### src/rtl/clock_pkg.sv
// Shared types and limits for the clock sequencer and the HH/MM/SS counter chain.
// Latency: n/a (declarations only).
// Backpressure: n/a.
package clock_pkg;

    typedef enum logic [2:0] {
        RUN    = 3'd0,
        E_HH   = 3'd1,
        E_MM   = 3'd2,
        E_SS   = 3'd3,
        COMMIT = 3'd4
    } ctrl_st_t;

    localparam logic [1:0] FLD_NONE = 2'd0;
    localparam logic [1:0] FLD_HH   = 2'd1;
    localparam logic [1:0] FLD_MM   = 2'd2;
    localparam logic [1:0] FLD_SS   = 2'd3;

    localparam logic [7:0] MAX_HH = 8'd23;
    localparam logic [7:0] MAX_MS = 8'd59;

    // Live counts can be out of range after a glitch; editing starts from a legal value.
    function automatic logic [7:0] clamp8(input logic [7:0] v, input logic [7:0] mx);
        return (v > mx) ? mx : v;
    endfunction

endpackage

### src/rtl/clock_time_ctrl_if.sv
// Button/tick/count inputs and enable/load/display outputs of the clock sequencer.
// Latency: n/a (wiring only).
// Backpressure: none; every signal is a plain level or one-cycle pulse.
interface clock_time_ctrl_if;

    logic       tick_1hz;
    logic       btn_mode;
    logic       btn_inc;
    logic       btn_dec;
    logic [7:0] cur_hh;
    logic [7:0] cur_mm;
    logic [7:0] cur_ss;
    logic       ena_ss;
    logic       ena_mm;
    logic       ena_hh;
    logic       set_tm;
    logic [7:0] s_hh;
    logic [7:0] s_mm;
    logic [7:0] s_ss;
    logic [1:0] edit_fld;

    modport master (
        output tick_1hz, btn_mode, btn_inc, btn_dec, cur_hh, cur_mm, cur_ss,
        input  ena_ss, ena_mm, ena_hh, set_tm, s_hh, s_mm, s_ss, edit_fld
    );

    modport slave (
        input  tick_1hz, btn_mode, btn_inc, btn_dec, cur_hh, cur_mm, cur_ss,
        output ena_ss, ena_mm, ena_hh, set_tm, s_hh, s_mm, s_ss, edit_fld
    );

endinterface

### src/rtl/clock_time_ctrl_wrap_updown.sv
// Wrap-around +/-1 of one 8-bit time field between 0 and max.
// Latency: combinational.
// Backpressure: none; inc and dec together leave the value unchanged.
module wrap_updown (
    input  logic [7:0] val,
    input  logic [7:0] max,
    input  logic       inc,
    input  logic       dec,
    output logic [7:0] next
);

    always_comb begin
        next = val;
        if (inc && !dec) begin
            next = (val == max) ? 8'd0 : val + 8'd1;
        end else if (dec && !inc) begin
            next = (val == 8'd0) ? max : val - 8'd1;
        end
    end

endmodule

### src/rtl/clock_time_ctrl.sv
// Run/edit/commit sequencer for the HH:MM:SS counter chain with edit timeout.
// Latency: enables are combinational off registered state; load and display registered.
// Backpressure: none; button and tick pulses are acted on in the cycle they arrive.
module clock_time_ctrl #(
    parameter int unsigned TIMEOUT_S = 30,
    parameter logic [7:0]  MAX_HH    = clock_pkg::MAX_HH,
    parameter logic [7:0]  MAX_MS    = clock_pkg::MAX_MS
) (
    input  logic              clk,
    input  logic              rst,
    clock_time_ctrl_if.slave  bus
);

    import clock_pkg::*;

    localparam logic [15:0] TO_LIM = TIMEOUT_S[15:0];
    localparam bit          TO_EN  = (TIMEOUT_S != 0);

    ctrl_st_t    state;
    logic [7:0]  sh_hh, sh_mm, sh_ss;
    logic [7:0]  nx_hh, nx_mm, nx_ss;
    logic [15:0] to_cnt;
    logic        set_tm_q;
    logic [1:0]  edit_fld_q;
    logic        ed_step;
    logic        to_hit;
    logic        ena_ss_w, ena_mm_w;

    // inc/dec are dropped on a mode press; mode wins.
    assign ed_step = ~bus.btn_mode;

    wrap_updown u_wrap_hh (
        .val  (sh_hh),
        .max  (MAX_HH),
        .inc  (ed_step & (state == E_HH) & bus.btn_inc),
        .dec  (ed_step & (state == E_HH) & bus.btn_dec),
        .next (nx_hh)
    );

    wrap_updown u_wrap_mm (
        .val  (sh_mm),
        .max  (MAX_MS),
        .inc  (ed_step & (state == E_MM) & bus.btn_inc),
        .dec  (ed_step & (state == E_MM) & bus.btn_dec),
        .next (nx_mm)
    );

    wrap_updown u_wrap_ss (
        .val  (sh_ss),
        .max  (MAX_MS),
        .inc  (ed_step & (state == E_SS) & bus.btn_inc),
        .dec  (ed_step & (state == E_SS) & bus.btn_dec),
        .next (nx_ss)
    );

    assign ena_ss_w   = (state == RUN) & bus.tick_1hz;
    assign ena_mm_w   = ena_ss_w & (bus.cur_ss == MAX_MS);
    assign bus.ena_ss = ena_ss_w;
    assign bus.ena_mm = ena_mm_w;
    assign bus.ena_hh = ena_mm_w & (bus.cur_mm == MAX_MS);

    assign to_hit = TO_EN && bus.tick_1hz && ((to_cnt + 16'd1) == TO_LIM);

    assign bus.set_tm   = set_tm_q;
    assign bus.edit_fld = edit_fld_q;
    assign bus.s_hh     = sh_hh;
    assign bus.s_mm     = sh_mm;
    assign bus.s_ss     = sh_ss;

    always_ff @(posedge clk or posedge rst) begin
        if (rst) begin
            state      <= RUN;
            sh_hh      <= 8'd0;
            sh_mm      <= 8'd0;
            sh_ss      <= 8'd0;
            to_cnt     <= 16'd0;
            set_tm_q   <= 1'b0;
            edit_fld_q <= FLD_NONE;
        end else begin
            case (state)
                RUN: begin
                    set_tm_q <= 1'b0;
                    if (bus.btn_mode) begin
                        sh_hh      <= clamp8(bus.cur_hh, MAX_HH);
                        sh_mm      <= clamp8(bus.cur_mm, MAX_MS);
                        sh_ss      <= clamp8(bus.cur_ss, MAX_MS);
                        to_cnt     <= 16'd0;
                        state      <= E_HH;
                        edit_fld_q <= FLD_HH;
                    end
                end
                E_HH, E_MM, E_SS: begin
                    if (bus.btn_mode) begin
                        to_cnt <= 16'd0;
                        if (state == E_HH) begin
                            state      <= E_MM;
                            edit_fld_q <= FLD_MM;
                        end else if (state == E_MM) begin
                            state      <= E_SS;
                            edit_fld_q <= FLD_SS;
                        end else begin
                            state      <= COMMIT;
                            set_tm_q   <= 1'b1;
                            edit_fld_q <= FLD_NONE;
                        end
                    end else if (bus.btn_inc || bus.btn_dec) begin
                        sh_hh  <= nx_hh;
                        sh_mm  <= nx_mm;
                        sh_ss  <= nx_ss;
                        to_cnt <= 16'd0;
                    end else if (to_hit) begin
                        // Abandon the edit: no load, counters keep their frozen value.
                        state      <= RUN;
                        edit_fld_q <= FLD_NONE;
                        to_cnt     <= 16'd0;
                    end else if (bus.tick_1hz) begin
                        to_cnt <= to_cnt + 16'd1;
                    end
                end
                COMMIT: begin
                    state    <= RUN;
                    set_tm_q <= 1'b0;
                end
                default: begin
                    state      <= RUN;
                    set_tm_q   <= 1'b0;
                    edit_fld_q <= FLD_NONE;
                end
            endcase
        end
    end

endmodule

### src/flat_wrapper.sv
// flat-port wrapper written by rule: the top's interface ports become plain ports
module clock_time_ctrl_flat import clock_pkg::*;
#(
    parameter int unsigned TIMEOUT_S = 30,
    parameter logic [7:0]  MAX_HH    = clock_pkg::MAX_HH,
    parameter logic [7:0]  MAX_MS    = clock_pkg::MAX_MS
)
  (clk, rst, bus_tick_1hz, bus_btn_mode, bus_btn_inc, bus_btn_dec, bus_cur_hh, bus_cur_mm, bus_cur_ss, bus_ena_ss, bus_ena_mm, bus_ena_hh, bus_set_tm, bus_s_hh, bus_s_mm, bus_s_ss, bus_edit_fld);
  clock_time_ctrl_if bus_i ();
  input  logic clk;
  input  logic rst;
  input wire logic [$bits(bus_i.tick_1hz)-1:0] bus_tick_1hz;
  input wire logic [$bits(bus_i.btn_mode)-1:0] bus_btn_mode;
  input wire logic [$bits(bus_i.btn_inc)-1:0] bus_btn_inc;
  input wire logic [$bits(bus_i.btn_dec)-1:0] bus_btn_dec;
  input wire logic [$bits(bus_i.cur_hh)-1:0] bus_cur_hh;
  input wire logic [$bits(bus_i.cur_mm)-1:0] bus_cur_mm;
  input wire logic [$bits(bus_i.cur_ss)-1:0] bus_cur_ss;
  output wire logic [$bits(bus_i.ena_ss)-1:0] bus_ena_ss;
  output wire logic [$bits(bus_i.ena_mm)-1:0] bus_ena_mm;
  output wire logic [$bits(bus_i.ena_hh)-1:0] bus_ena_hh;
  output wire logic [$bits(bus_i.set_tm)-1:0] bus_set_tm;
  output wire logic [$bits(bus_i.s_hh)-1:0] bus_s_hh;
  output wire logic [$bits(bus_i.s_mm)-1:0] bus_s_mm;
  output wire logic [$bits(bus_i.s_ss)-1:0] bus_s_ss;
  output wire logic [$bits(bus_i.edit_fld)-1:0] bus_edit_fld;
  assign bus_i.tick_1hz = bus_tick_1hz;
  assign bus_i.btn_mode = bus_btn_mode;
  assign bus_i.btn_inc = bus_btn_inc;
  assign bus_i.btn_dec = bus_btn_dec;
  assign bus_i.cur_hh = bus_cur_hh;
  assign bus_i.cur_mm = bus_cur_mm;
  assign bus_i.cur_ss = bus_cur_ss;
  assign bus_ena_ss = bus_i.ena_ss;
  assign bus_ena_mm = bus_i.ena_mm;
  assign bus_ena_hh = bus_i.ena_hh;
  assign bus_set_tm = bus_i.set_tm;
  assign bus_s_hh = bus_i.s_hh;
  assign bus_s_mm = bus_i.s_mm;
  assign bus_s_ss = bus_i.s_ss;
  assign bus_edit_fld = bus_i.edit_fld;
  clock_time_ctrl #(.TIMEOUT_S(TIMEOUT_S), .MAX_HH(MAX_HH), .MAX_MS(MAX_MS)) u_core (.clk(clk), .rst(rst), .bus(bus_i));
endmodule
### config.mk
export PLATFORM = sky130hd
export DESIGN_NAME = clock_time_ctrl_flat
export DESIGN_NICKNAME = d
export VERILOG_FILES = /design/src/rtl/clock_pkg.sv /design/src/rtl/clock_time_ctrl_if.sv /design/src/rtl/clock_time_ctrl_wrap_updown.sv /design/src/rtl/clock_time_ctrl.sv /design/src/flat_wrapper.sv
export SDC_FILE = /design/constraint.sdc
export NUM_CORES = 1
export LEC_CHECK = 0
export ABC_AREA = 1
export BUFFER_PORTS_ARGS = -buffer_cell sky130_fd_sc_hd__buf_4
export CORE_MARGIN = 4
export CORE_UTILIZATION = 35
export DETAILED_ROUTE_END_ITERATION = 10
export PLACE_DENSITY = 0.6
export SYNTH_ARGS = -nofsm -noshare
export SYNTH_HDL_FRONTEND = slang
export SYNTH_HIERARCHICAL = 1
export SYNTH_SLANG_ARGS = --single-unit
### constraint.sdc
create_clock -name clk -period 2.6 [get_ports clk]
set_input_delay 0.26 -clock clk [delete_from_list [all_inputs] [get_ports clk]]
set_output_delay 0.26 -clock clk [all_outputs]
set_load 0.03 [all_outputs]
# Word-level counts from Yosys, hierarchy flattened
# Index checks and enable logic that the tools add are counted.
[totals]
reg_bits = 46
inputBits = 30
word_cells = 131
[op_classes]
n_addsub = 7
magnitude_cmp = 3
n_eq_ne = 22
n_mux = 51
bitwise_logic = 14
reduce_logical = 27
[op_table]
columns = ["cell", "n"]
rows = [
  ["8-bit two-way mux", 24],
  ["16-bit two-way mux", 5],
  ["8-bit case mux with 2 select lines", 3],
  ["8-bit by 6-bit equality test with 1-bit output, second input constant", 4],
  ["16-bit case mux with 2 select lines", 1],
  ["8-bit by 1-bit adder with 8-bit output, second input constant", 3],
  ["8-bit logical NOT", 3],
  ["8-bit by 1-bit subtractor with 8-bit output, second input constant", 3],
  ["3-bit two-way mux", 6],
  ["16-bit by 1-bit adder with 16-bit output, second input constant", 1],
  ["16-bit by 5-bit equality test with 1-bit output, second input constant", 1],
  ["8-bit by 6-bit greater-than comparator with 1-bit output, second input constant", 2],
  ["5-bit AND reduction", 3],
  ["1-bit AND", 12],
  ["2-bit two-way mux", 6],
  ["3-bit inequality test, second input constant", 4],
  ["2-bit inequality test, second input constant", 5],
  ["3-bit AND reduction", 3],
  ["8-bit by 5-bit equality test with 1-bit output, second input constant", 1],
  ["8-bit by 5-bit greater-than comparator with 1-bit output, second input constant", 1],
  ["1-bit logical AND", 7],
  ["3-bit by 2-bit equality test with 1-bit output, second input constant", 2],
  ["1-bit logical NOT", 6],
  ["2-bit case mux with 3 select lines", 1],
  ["13 further kinds", 17],
]

# Depth between registers and ports, before layout
# Gate-level depths: netlist (run 1).
[logic_depth]
ltp_word = 10
mapped_depth = 14

# Modules after synthesis
# The synthesis (run 1) kept the hierarchy.
[modules_own_cells]
columns = ["module", "instances", "cells_per_inst", "area_each_um2", "seq_area_each_um2"]
rows = [
  ["clock_time_ctrl", 1, 364, 2690.1, 1151.1],
  ["wrap_updown (u_core.u_wrap_hh ...)", 2, 147, 828.3, 0.0],
  ["wrap_updown (u_core.u_wrap_ss)", 1, 147, 829.5, 0.0],
]

# Least setup slack after synthesis (run 1)
# No wires, ideal clock.
[synth_path]
kind = "reg2out"
start = "register u_core.state[1]"
end = "output port bus_ena_hh"
t_arrival_ns = 2.609
slack_ns = -0.269
stages_incl_launch_ff = 7
n_path_buf = 0
path_cell_list = "dfrtp_1 nor2_4 inv_2 nor2_1 inv_1 nor3_1 nor4b_1"
[synth_via]
elab_chain_cells = 4
[synth_rtl]
columns = ["element", "line", "text"]
rows = [
  ["start: declaration", "clock_time_ctrl.sv:19", "ctrl_st_t state;"],
  ["start signal: assignment", "clock_time_ctrl.sv:72", "state <= RUN;"],
  ["start signal: assignment", "clock_time_ctrl.sv:88", "state <= E_HH;"],
  ["start signal: assignment", "clock_time_ctrl.sv:96", "state <= E_MM;"],
  ["3-bit logical NOT", "clock_time_ctrl.sv:56", "assign ena_ss_w = (state == RUN) & bus.tick_1hz;"],
  ["1-bit AND", "clock_time_ctrl.sv:56", ""],
  ["1-bit AND", "clock_time_ctrl.sv:57", "assign ena_mm_w = ena_ss_w & (bus.cur_ss == MAX_MS);"],
  ["named net bus_ena_mm", "flat_wrapper.sv:20", "output wire logic [$bits(bus_i.ena_mm)-1:0] bus_ena_mm;"],
  ["1-bit AND", "clock_time_ctrl.sv:60", "assign bus.ena_hh = ena_mm_w & (bus.cur_mm == MAX_MS);"],
  ["end: declaration", "flat_wrapper.sv:21", "output wire logic [$bits(bus_i.ena_hh)-1:0] bus_ena_hh;"],
]
# The timed path passes the listed nets, and every way through them passes these cells.

# Worst setup path in the final report (run 1)
[layout_path]
start = "register u_core.state[2]"
end = "register u_core.sh_hh[4] (netlist: u_core/bus.s_hh[4])"
[layout_via]
elab_chain_cells = 9
word_cells_on_any_way = 22
classes_between = "eq/ne (7); mux (4); bitwise (3); reduce/logical (8)"
[layout_rtl]
columns = ["element", "line", "text"]
rows = [
  ["3-bit by 1-bit equality test with 1-bit output (*)", "clock_time_ctrl.sv:35, clock_time_ctrl.sv:36", ""],
  ["1-bit AND (*)", "clock_time_ctrl.sv:35, clock_time_ctrl.sv:36", ""],
  ["1-bit AND", "clock_time_ctrl.sv:36", ".dec (ed_step & (state == E_HH) & bus.btn_dec),"],
  ["1-bit logical NOT", "clock_time_ctrl_wrap_updown.sv:14", "if (inc && !dec) begin"],
  ["1-bit logical AND (*)", "clock_time_ctrl_wrap_updown.sv:14", ""],
  ["8-bit two-way mux (*)", "clock_time_ctrl_wrap_updown.sv:14", ""],
  ["named net u_core.nx_hh[4]", "clock_time_ctrl.sv:21", "logic [7:0] nx_hh, nx_mm, nx_ss;"],
  ["8-bit two-way mux (*)", "clock_time_ctrl.sv:106", "end else if (bus.btn_inc || bus.btn_dec) begin"],
  ["8-bit two-way mux (*)", "clock_time_ctrl.sv:93", "if (bus.btn_mode) begin"],
  ["8-bit case mux with 2 select lines (*)", "clock_time_ctrl.sv:80", "case (state)"],
  ["end signal: assignment", "clock_time_ctrl.sv:84", "sh_hh <= clamp8(bus.cur_hh, MAX_HH);"],
  ["end signal: assignment", "clock_time_ctrl.sv:107", "sh_hh <= nx_hh;"],
  ["end: declaration", "clock_time_ctrl.sv:20", "logic [7:0] sh_hh, sh_mm, sh_ss;"],
]
# Mark *: on every way through the listed nets, which the timed path passes. The rest lies on a longest branch. The select of a mux whose other input is x is not followed.
# A chain may end at the register's enable or synchronous reset.

==> summary.txt, run 1 <==
Worst setup path
  – Most frequent CP cell: nor2_1
  – Critical path peak fanout: 10
  – Slowest stage cell, crit path: dfrtp_1
  – Setup crit end kind: flop
  – Setup crit start kind: flop
  – CP required: between 2000 and 3000 ps
  – Reg-to-reg endpoint: u_core/bus.s_hh[4]
  – Kind of cell adding the most delay to the critical path: simple AND/OR/NAND/NOR gates
  – Critical path class: reg -> reg
  – Register-to-register setup slack: 340 ps
  – R2R depth: 12
  – Critical Path AT: 2440 ps
  – CP cell instances: nor3_1 > nand2_1 > nor2_1 > nand2_2 > inv_1 > nor2_1 > inv_1 > nor2_1 > nor2_1 > nand2_1 > o221ai_1 > nand2_1
  – RR Startpoint: u_core/state[2]
  – CP max stage delay: a little over 500 ps
  – CP Buf/Inv Count: 2

Global routing
  – Grt ovf: 0
  – First-pass GRT wire length: between 20000 and 25000 um
  – Tot GR Track Use: 17.30%
  – Largest net degree at the start of global routing: 29
  – Vias in the first global route: between 4k and 5k
  – Initial antenna violation count: 0

STA
  – Final hold slack: -6.701 ps
  – Max Slew Vio Count: 0
  – Worst slew pin tran: 559.4 ps
  – Fin Setup TNS: 0 ps
  – Fin crit period: between 2000 and 2500 ps
  – Unrepaired setup endpoints after global routing: false
  – Fmax: 443.1 MHz
  – Count of final setup violators: 0
  – Final Skew: 6.795 ps
  – Final hold vios: 6
  – Slew headroom: 62.71%
  – Fin crit share: 86.81%

Routing
  – Drt via density: between 4 and 5
  – Routed length per instance: 13.15 um
  – # DRC: 0
  – Final ANT Viol Nets: 0
  – First-pass DRT Iterations: 5
  – Final Routed Wirelength: 14280 um
  – Vias: 5234
  – Detailed Route Iter0 Violations: 395

Clocking
  – Num Clock Sinks: 46
  – # resized after CTS: 0
  – Post-CTS setup buffers: 0
  – Worst-skew pair later-pin latency: 290 ps
  – CTS tree: built
  – Cts bufs inserted: 5
  – H-tree levels: 2
  – Root Driver: clkbuf_16
  – Clock buffer depth: 2
  – Clock transition at path regs: 70 ps
  – Hold_buf cts: 0

Run status
  – Failing checks: hold timing
  – Status: finished, violations left

Yosys
  – Yosys cell types: 41
  – Most frequent cell after synthesis: nand2_1
  – Most used DFF post-synth: dfrtp_1
  – Synthesized netlist cell count: 805
  – Mapped Area: 0.005176 mm2
  – Async SR Flop Fraction: 100.0%
  – Seq cells post-synth: 46
  – Mapped Avg Cell Area: between 6 and 7 um2
  – Seq/Total Area, Yosys: ~22%
  – Post-synth EDFFs: 0
  – Top post-synthesis cells by count: nand2_1, inv_1, nand3_1, nor2_1, dfrtp_1
  – Yosys warnings: 6
  – Leading area contributor after synthesis: dfrtp_1
  – Top cells by area, synth: dfrtp_1, nand2_1, nand3_1, inv_1, nor2_1
  – Post-synth top area share: 22.24%

Die
  – I/O pin cnt: 60
  – Chip Width: between 100 and 150 um
  – Die ar.: 0.01680 mm2
  – Core ar.: 0.01453 mm2
  – Die Y: 129.6 um
  – Starting Density: 35.61%
  – Row count: 44

Power
  – Clock power share: between 10 and 15%
  – Pwr dens: ~960 mW/mm2
  – P_int: between 2 and 3 mW
  – Worst IR Drop VDD: 0.4467 mV
  – Logic pwr share: 60.0%
  – Sw Pwr: 3.103 mW
  – Pleak: 3.065 nW
  – Flop pwr share: about 25%
  – Total power: 5.877 mW
  – Sw Share: 52.80%

Worst hold path
  – Hold WC Path Type: in -> async

Cells and area
  – Fin nets: 942
  – Antenna fix cells: 0
  – Area growth, synth to finish: 17.81%
  – Share of layout cells above drive strength 1: 17.85%

Placement
  – Post-DP HPWL: 10850 um
  – Port Buffers: 59
  – RD Place Congestion: 0.8605

Job
  – Max Cap Violations: 0
==> final cells by class <==
| class | instances | area (um2) |
|---|---|---|
| Timing Repair Buffer | 68 | 510.5 |
| Multi-Input combinational cell | 671 | 3583 |
| Inverter | 109 | 424.2 |
| Tap cell | 184 | 230.2 |
| Sequential cell | 46 | 1151 |
| Clock buffer | 6 | 138.9 |
| Fill cell | 1535 | 8436 |
| Clock inverter | 2 | 60.06 |
==> placed cells by master (no fill, tap or decap), drive strengths merged <==
master	count
inv	105
bufinv	2
o221ai	7
nor4b	1
dfrtp	46
nor2	99
and2	1
conb	48
nor3	15
nand4	18
a32o	7
nand2	244
ha	11
clkinv	4
xnor2	21
a21oi	26
o22ai	3
o21ai	51
buf	68
a31oi	4
nand3b	12
clkbuf	6
xor2	13
o21a	1
nand3	88
nor4	1
==> registers in the layout, summed over array words and instances, names as in the netlist <==
signal	cells
u_core/bus.edit_fld	2
u_core/bus.s_hh	8
u_core/bus.s_mm	8
u_core/bus.s_ss	8
u_core/bus.set_tm	1
u_core/state	3
u_core/to_cnt	16
==> worst reg2reg max path, delay by kind of cell, from the launching register on <==
kind            cells  cell delay [ps]
buf+inv             2              290
flops               1              510
simple gates        9             1180
compound gates      1              190
==> through the flow <==
stage               instance area, um2  instances  utilization [%]  hold WS (ps)  setup slack [ps]
floorplan                         5355        851                -         417.3             98.77
global placement                  5899       1078            40.59         340.5             335.7
detailed placement                5899       1078            40.59         337.7             371.1
CTS                               6098       1086            41.96         17.10             363.2
global route                      6098       1086            41.96         45.74             90.74
finish                            6098       1086            41.96        -6.701             342.9
==> kinds of logic after synthesis <==
kind of cell             after synthesis  synth area share [%]
adder cells (fa/ha/maj)               11                 2.659
AO/OA/AOI/OAI                         99                 11.41
other                                  2                0.1451
AND/OR/NAND/NOR                      479                 45.81
flip-flops                            46                 22.24
XOR/XNOR                              34                 5.753
buffers and inverters                134                 11.99
==> metal layers <==
metal | GRT usage [%] | vias up | routed length, um
li1 | - | 2743 | -
met3 | 2.226 | 11 | 662
met2 | 28.48 | 132 | 6513
met4 | 3.117 | 0 | 142
met5 | 0 | - | 0
met1 | 24.59 | 2348 | 6962
==> power by group through the flow <==
stage,logic [mW],clock network (mW),registers (mW)
after floorplan,2.76,0,1.48
after global placement,3.50,0,1.51
after detailed placement,3.50,0,1.51
after CTS,3.52,0.889,1.50
after global routing,3.96,0.917,1.54
final,3.52,0.868,1.49
==> worst max-delay path by stage <==
stage / from / cells past startpoint / to / slack [ps]
floorplan: u_core/state[1] / 6 / bus_ena_hh / 100
global placement: u_core/state[2] / 12 / u_core/bus.s_ss[5] / 340
detailed placement: u_core/state[2] / 12 / u_core/bus.s_ss[5] / 370
CTS: u_core/state[2] / 12 / u_core/bus.s_ss[5] / 360
global route: u_core/state[2] / 12 / u_core/bus.s_mm[5] / 90
finish: u_core/state[2] / 12 / u_core/bus.s_hh[4] / 340
Note: power is estimated with default switching activity, not from simulation.
==> run 2, diff against run 1 <==
--- a/config.mk
+++ b/config.mk
@@ -6,10 +6,10 @@
 export NUM_CORES = 1
 export LEC_CHECK = 0
-export ABC_AREA = 1
 export BUFFER_PORTS_ARGS = -buffer_cell sky130_fd_sc_hd__buf_4
 export CORE_MARGIN = 4
 export CORE_UTILIZATION = 35
 export DETAILED_ROUTE_END_ITERATION = 10
-export PLACE_DENSITY = 0.6
+export PLACE_DENSITY = 0.61
+export SKIP_LAST_GASP = 1
 export SYNTH_ARGS = -nofsm -noshare
 export SYNTH_HDL_FRONTEND = slang
==> constraint.sdc (replaced) <==
create_clock -name clk -period 2.6 [get_ports clk]
set_input_delay 0 -clock clk [delete_from_list [all_inputs] [get_ports clk]]
set_output_delay 0 -clock clk [all_outputs]
set_load 0.03 [all_outputs]
==> summary.txt, run 2 <==
Run status
  – Status: complete, no violations

Power
  – Pleak: 2.387 nW (-22%)
  – Worst IR Drop VDD: 0.4723 mV (+5.7%)
  – Pwr dens: 862.7 mW/mm2 (-10%)
  – Total power: 4.967 mW (-15%)

Global routing
  – First-pass GRT wire length: 22520 um (-6.1%)
  – Largest net degree at the start of global routing: 47 (+62%)
  – Vias in the first global route: 4758 (-2.0%)
  – Grt ovf: 0 (unchanged)
  – Tot GR Track Use: 16.40% (-0.90 points)
  – Initial antenna violation count: 0 (unchanged)

Clocking
  – Num Clock Sinks: 46 (unchanged)
  – Clock buffer depth: 2 (unchanged)
  – CTS tree: built
  – Cts bufs inserted: 5 (unchanged)
  – Post-CTS setup buffers: 0 (unchanged)
  – Worst-skew pair later-pin latency: 280 ps (about the same)
  – H-tree levels: 2 (unchanged)
  – Root Driver: clkbuf_16
  – Clock transition at path regs: 60 ps (about the same)

Yosys
  – Leading area contributor after synthesis: dfrtp_1
  – Most frequent cell after synthesis: nand2_1
  – Post-synth top area share: 23.45% (+1.2 points)
  – Top post-synthesis cells by count: nand2_1, o21ai_0, nand3_1, dfrtp_1, nor2_1
  – Top cells by area, synth: dfrtp_1, nand2_1, o21ai_0, nand3_1, xor2_1
  – Most used DFF post-synth: dfrtp_1
  – Seq/Total Area, Yosys: 23.45% (+1.2 points)
  – Mapped Avg Cell Area: 7.636 um2 (+19%)
  – Synthesized netlist cell count: 643 (-20%)
  – Yosys cell types: 73 (+78%)
  – Post-synth EDFFs: 0 (unchanged)
  – Seq cells post-synth: 46 (unchanged)
  – Yosys warnings: 6 (unchanged)
  – Mapped Area: 0.004910 mm2 (-5.1%)
  – Async SR Flop Fraction: 100.0% (unchanged)

Worst setup path
  – R2R depth: 7 (-5)
  – Capture point of the critical path: u_core/to_cnt[2]
  – Worst Setup SP: u_core/to_cnt[0]
  – RR Startpoint: u_core/to_cnt[0]
  – Critical path class: reg -> reg
  – CP required: 2750 ps (-30 ps)
  – Register-to-register setup slack: 140 ps (-200 ps)
  – Setup crit start kind: flop
  – Setup crit end kind: flop
  – Critical Path AT: 2610 ps (+170 ps)
  – Reg-to-reg endpoint: u_core/to_cnt[2]
  – Critical path peak fanout: 9 (-1)

Cells and area
  – Antenna fix cells: 0 (unchanged)
  – Storage element area: 0.001154 mm2 (+0.22%)
  – Share of layout cells above drive strength 1: 17.91% (+0.057 points)
  – Biggest register: u_core/to_cnt
  – Max FFs per register: 16 (unchanged)
  – Area growth, synth to finish: 17.28%
  – Area occupied by multi-input gates: 0.003520 mm2 (-1.8%)
  – Most common cell after layout, fill and taps aside: nand2_1
  – Fin nets: 768 (-18%)
  – Fillers: 1401 (-8.7%)
  – Most frequent cells in the layout: nand2_1, buf_4, o21ai_0, nand3_1, conb_1

Die
  – Die ar.: 0.01599 mm2 (-4.8%)
  – Chip Width: 126.4 um (-2.4%)
  – Row count: 43 (-2.3%)
  – Core ar.: 0.01383 mm2 (-4.9%)
  – I/O pin cnt: 60 (unchanged)
  – Die Y: 126.4 um (-2.4%)
  – Starting Density: 35.51% (-0.11 points)

Routing
  – Drt via density: 5.418 (+12%)
  – Routed length per instance: 14.74 um (+12%)
  – # DRC: 0 (unchanged)
  – Final Routed Wirelength: 13350 um (-6.5%)
  – Final ANT Viol Nets: 0 (unchanged)
  – Vias: 4909 (-6.2%)
  – First-pass DRT Iterations: 5 (unchanged)
  – Detailed Route Iter0 Violations: 369 (-6.6%)

STA
  – Fin crit share: 94.55% (+7.7 points)
  – Max Slew Vio Count: 0 (unchanged)
  – Final Skew: 6.839 ps (+0.04463 ps)
  – Slew headroom: 27.96% (-35 points)
  – Fmax: 406.8 MHz (-8.2%)
  – Fin Setup TNS: 0 ps (unchanged)
  – Count of final setup violators: 0 (unchanged)
  – Unrepaired setup endpoints after global routing: false
  – Fin crit period: 2458 ps (+201.2 ps)
  – Worst slew pin tran: 1079 ps (+519.6 ps)
  – Final hold vios: 0 (-6)

Placement
  – Post-DP HPWL: 9768 um (-9.9%)
  – RD Place Congestion: 0.8352 (-2.9%)
  – Port Buffers: 59 (unchanged)

Job
  – Max Cap Violations: 0 (unchanged)

Worst hold path
  – Hold WC Path Type: in -> async
run 2: worst min path at each step:
stage,from,endpoint,slack [ps],cells past startpoint
after floorplan,bus_cur_mm[2],bus_ena_hh,70,1
final,rst,u_core/to_cnt[7],1,2
after global placement,bus_cur_mm[2],bus_ena_hh,300,3
after global routing,bus_cur_hh[4],u_core/bus.s_hh[4],50,3
after CTS,bus_cur_hh[4],u_core/bus.s_hh[4],20,3
after detailed placement,bus_cur_hh[0],u_core/bus.s_hh[0],300,3
run 2: layer usage:
metal  part of all wire (%)  global-route usage [%]  up-vias
li1                       -                       -     2469
met1                     47                   21.83     2318
met2                     48                   27.68      104
met3                    3.7                   2.737       18
met4                    1.8                   4.227        0
met5                      0                       0        -
run 2: metrics by stage:
step	cell area, um2	worst slack, ps	std cells	util (%)	hold slack, ps
4_1_cts	5751	91.22	906	41.59	18.54
3_3_place_gp	5602	199.7	899	40.51	296.4
5_1_grt	5758	37.74	906	41.64	45.26
3_5_place_dp	5602	108.8	899	40.51	297.2
2_1_floorplan	5099	64.07	689	-	67.97
6_report	5758	141.7	906	41.64	1.153
run 2: critical path: stages (launching register included):
cell	delay (ps)
dfrtp_2	420
ha_2	240
nand3_1	210
or4_4	510
a211oi_4	280
o2111ai_4	240
o2111ai_1	280
o311ai_2	140
run 2: final cells by class:
type                    instances  share of cell area, %
multi-input cells             570                  61.13
well taps                     180                  3.911
flip-flops and latches         46                  20.03
clock buffers                   6                  2.412
repair buffers                 84                  11.21
inverters                      20                  1.304
run 2: report_power, final:
group	switching, mW	internal (mW)
logic	1.78	1.21
registers	0.449	0.898
clock network	0.264	0.372
run 2: repair_timing:
action | CTS | global route
hold endpoints to repair | 1 | 0
endpoints found under the setup margin | 0 | 10
hold buffers | 1 | 0
gates resized for setup | 0 | 5
run 2: cell families after synthesis:
family                   Yosys count  synth area share [%]
buffers and inverters             73                 9.072
AO/OA/AOI/OAI                    162                 22.15
flip-flops                        46                 23.45
AND/OR/NAND/NOR                  300                 33.56
multiplexers                       2                0.4332
XOR/XNOR                          47                 8.384
other                              2                0.1530
adder cells (fa/ha/maj)           11                 2.803
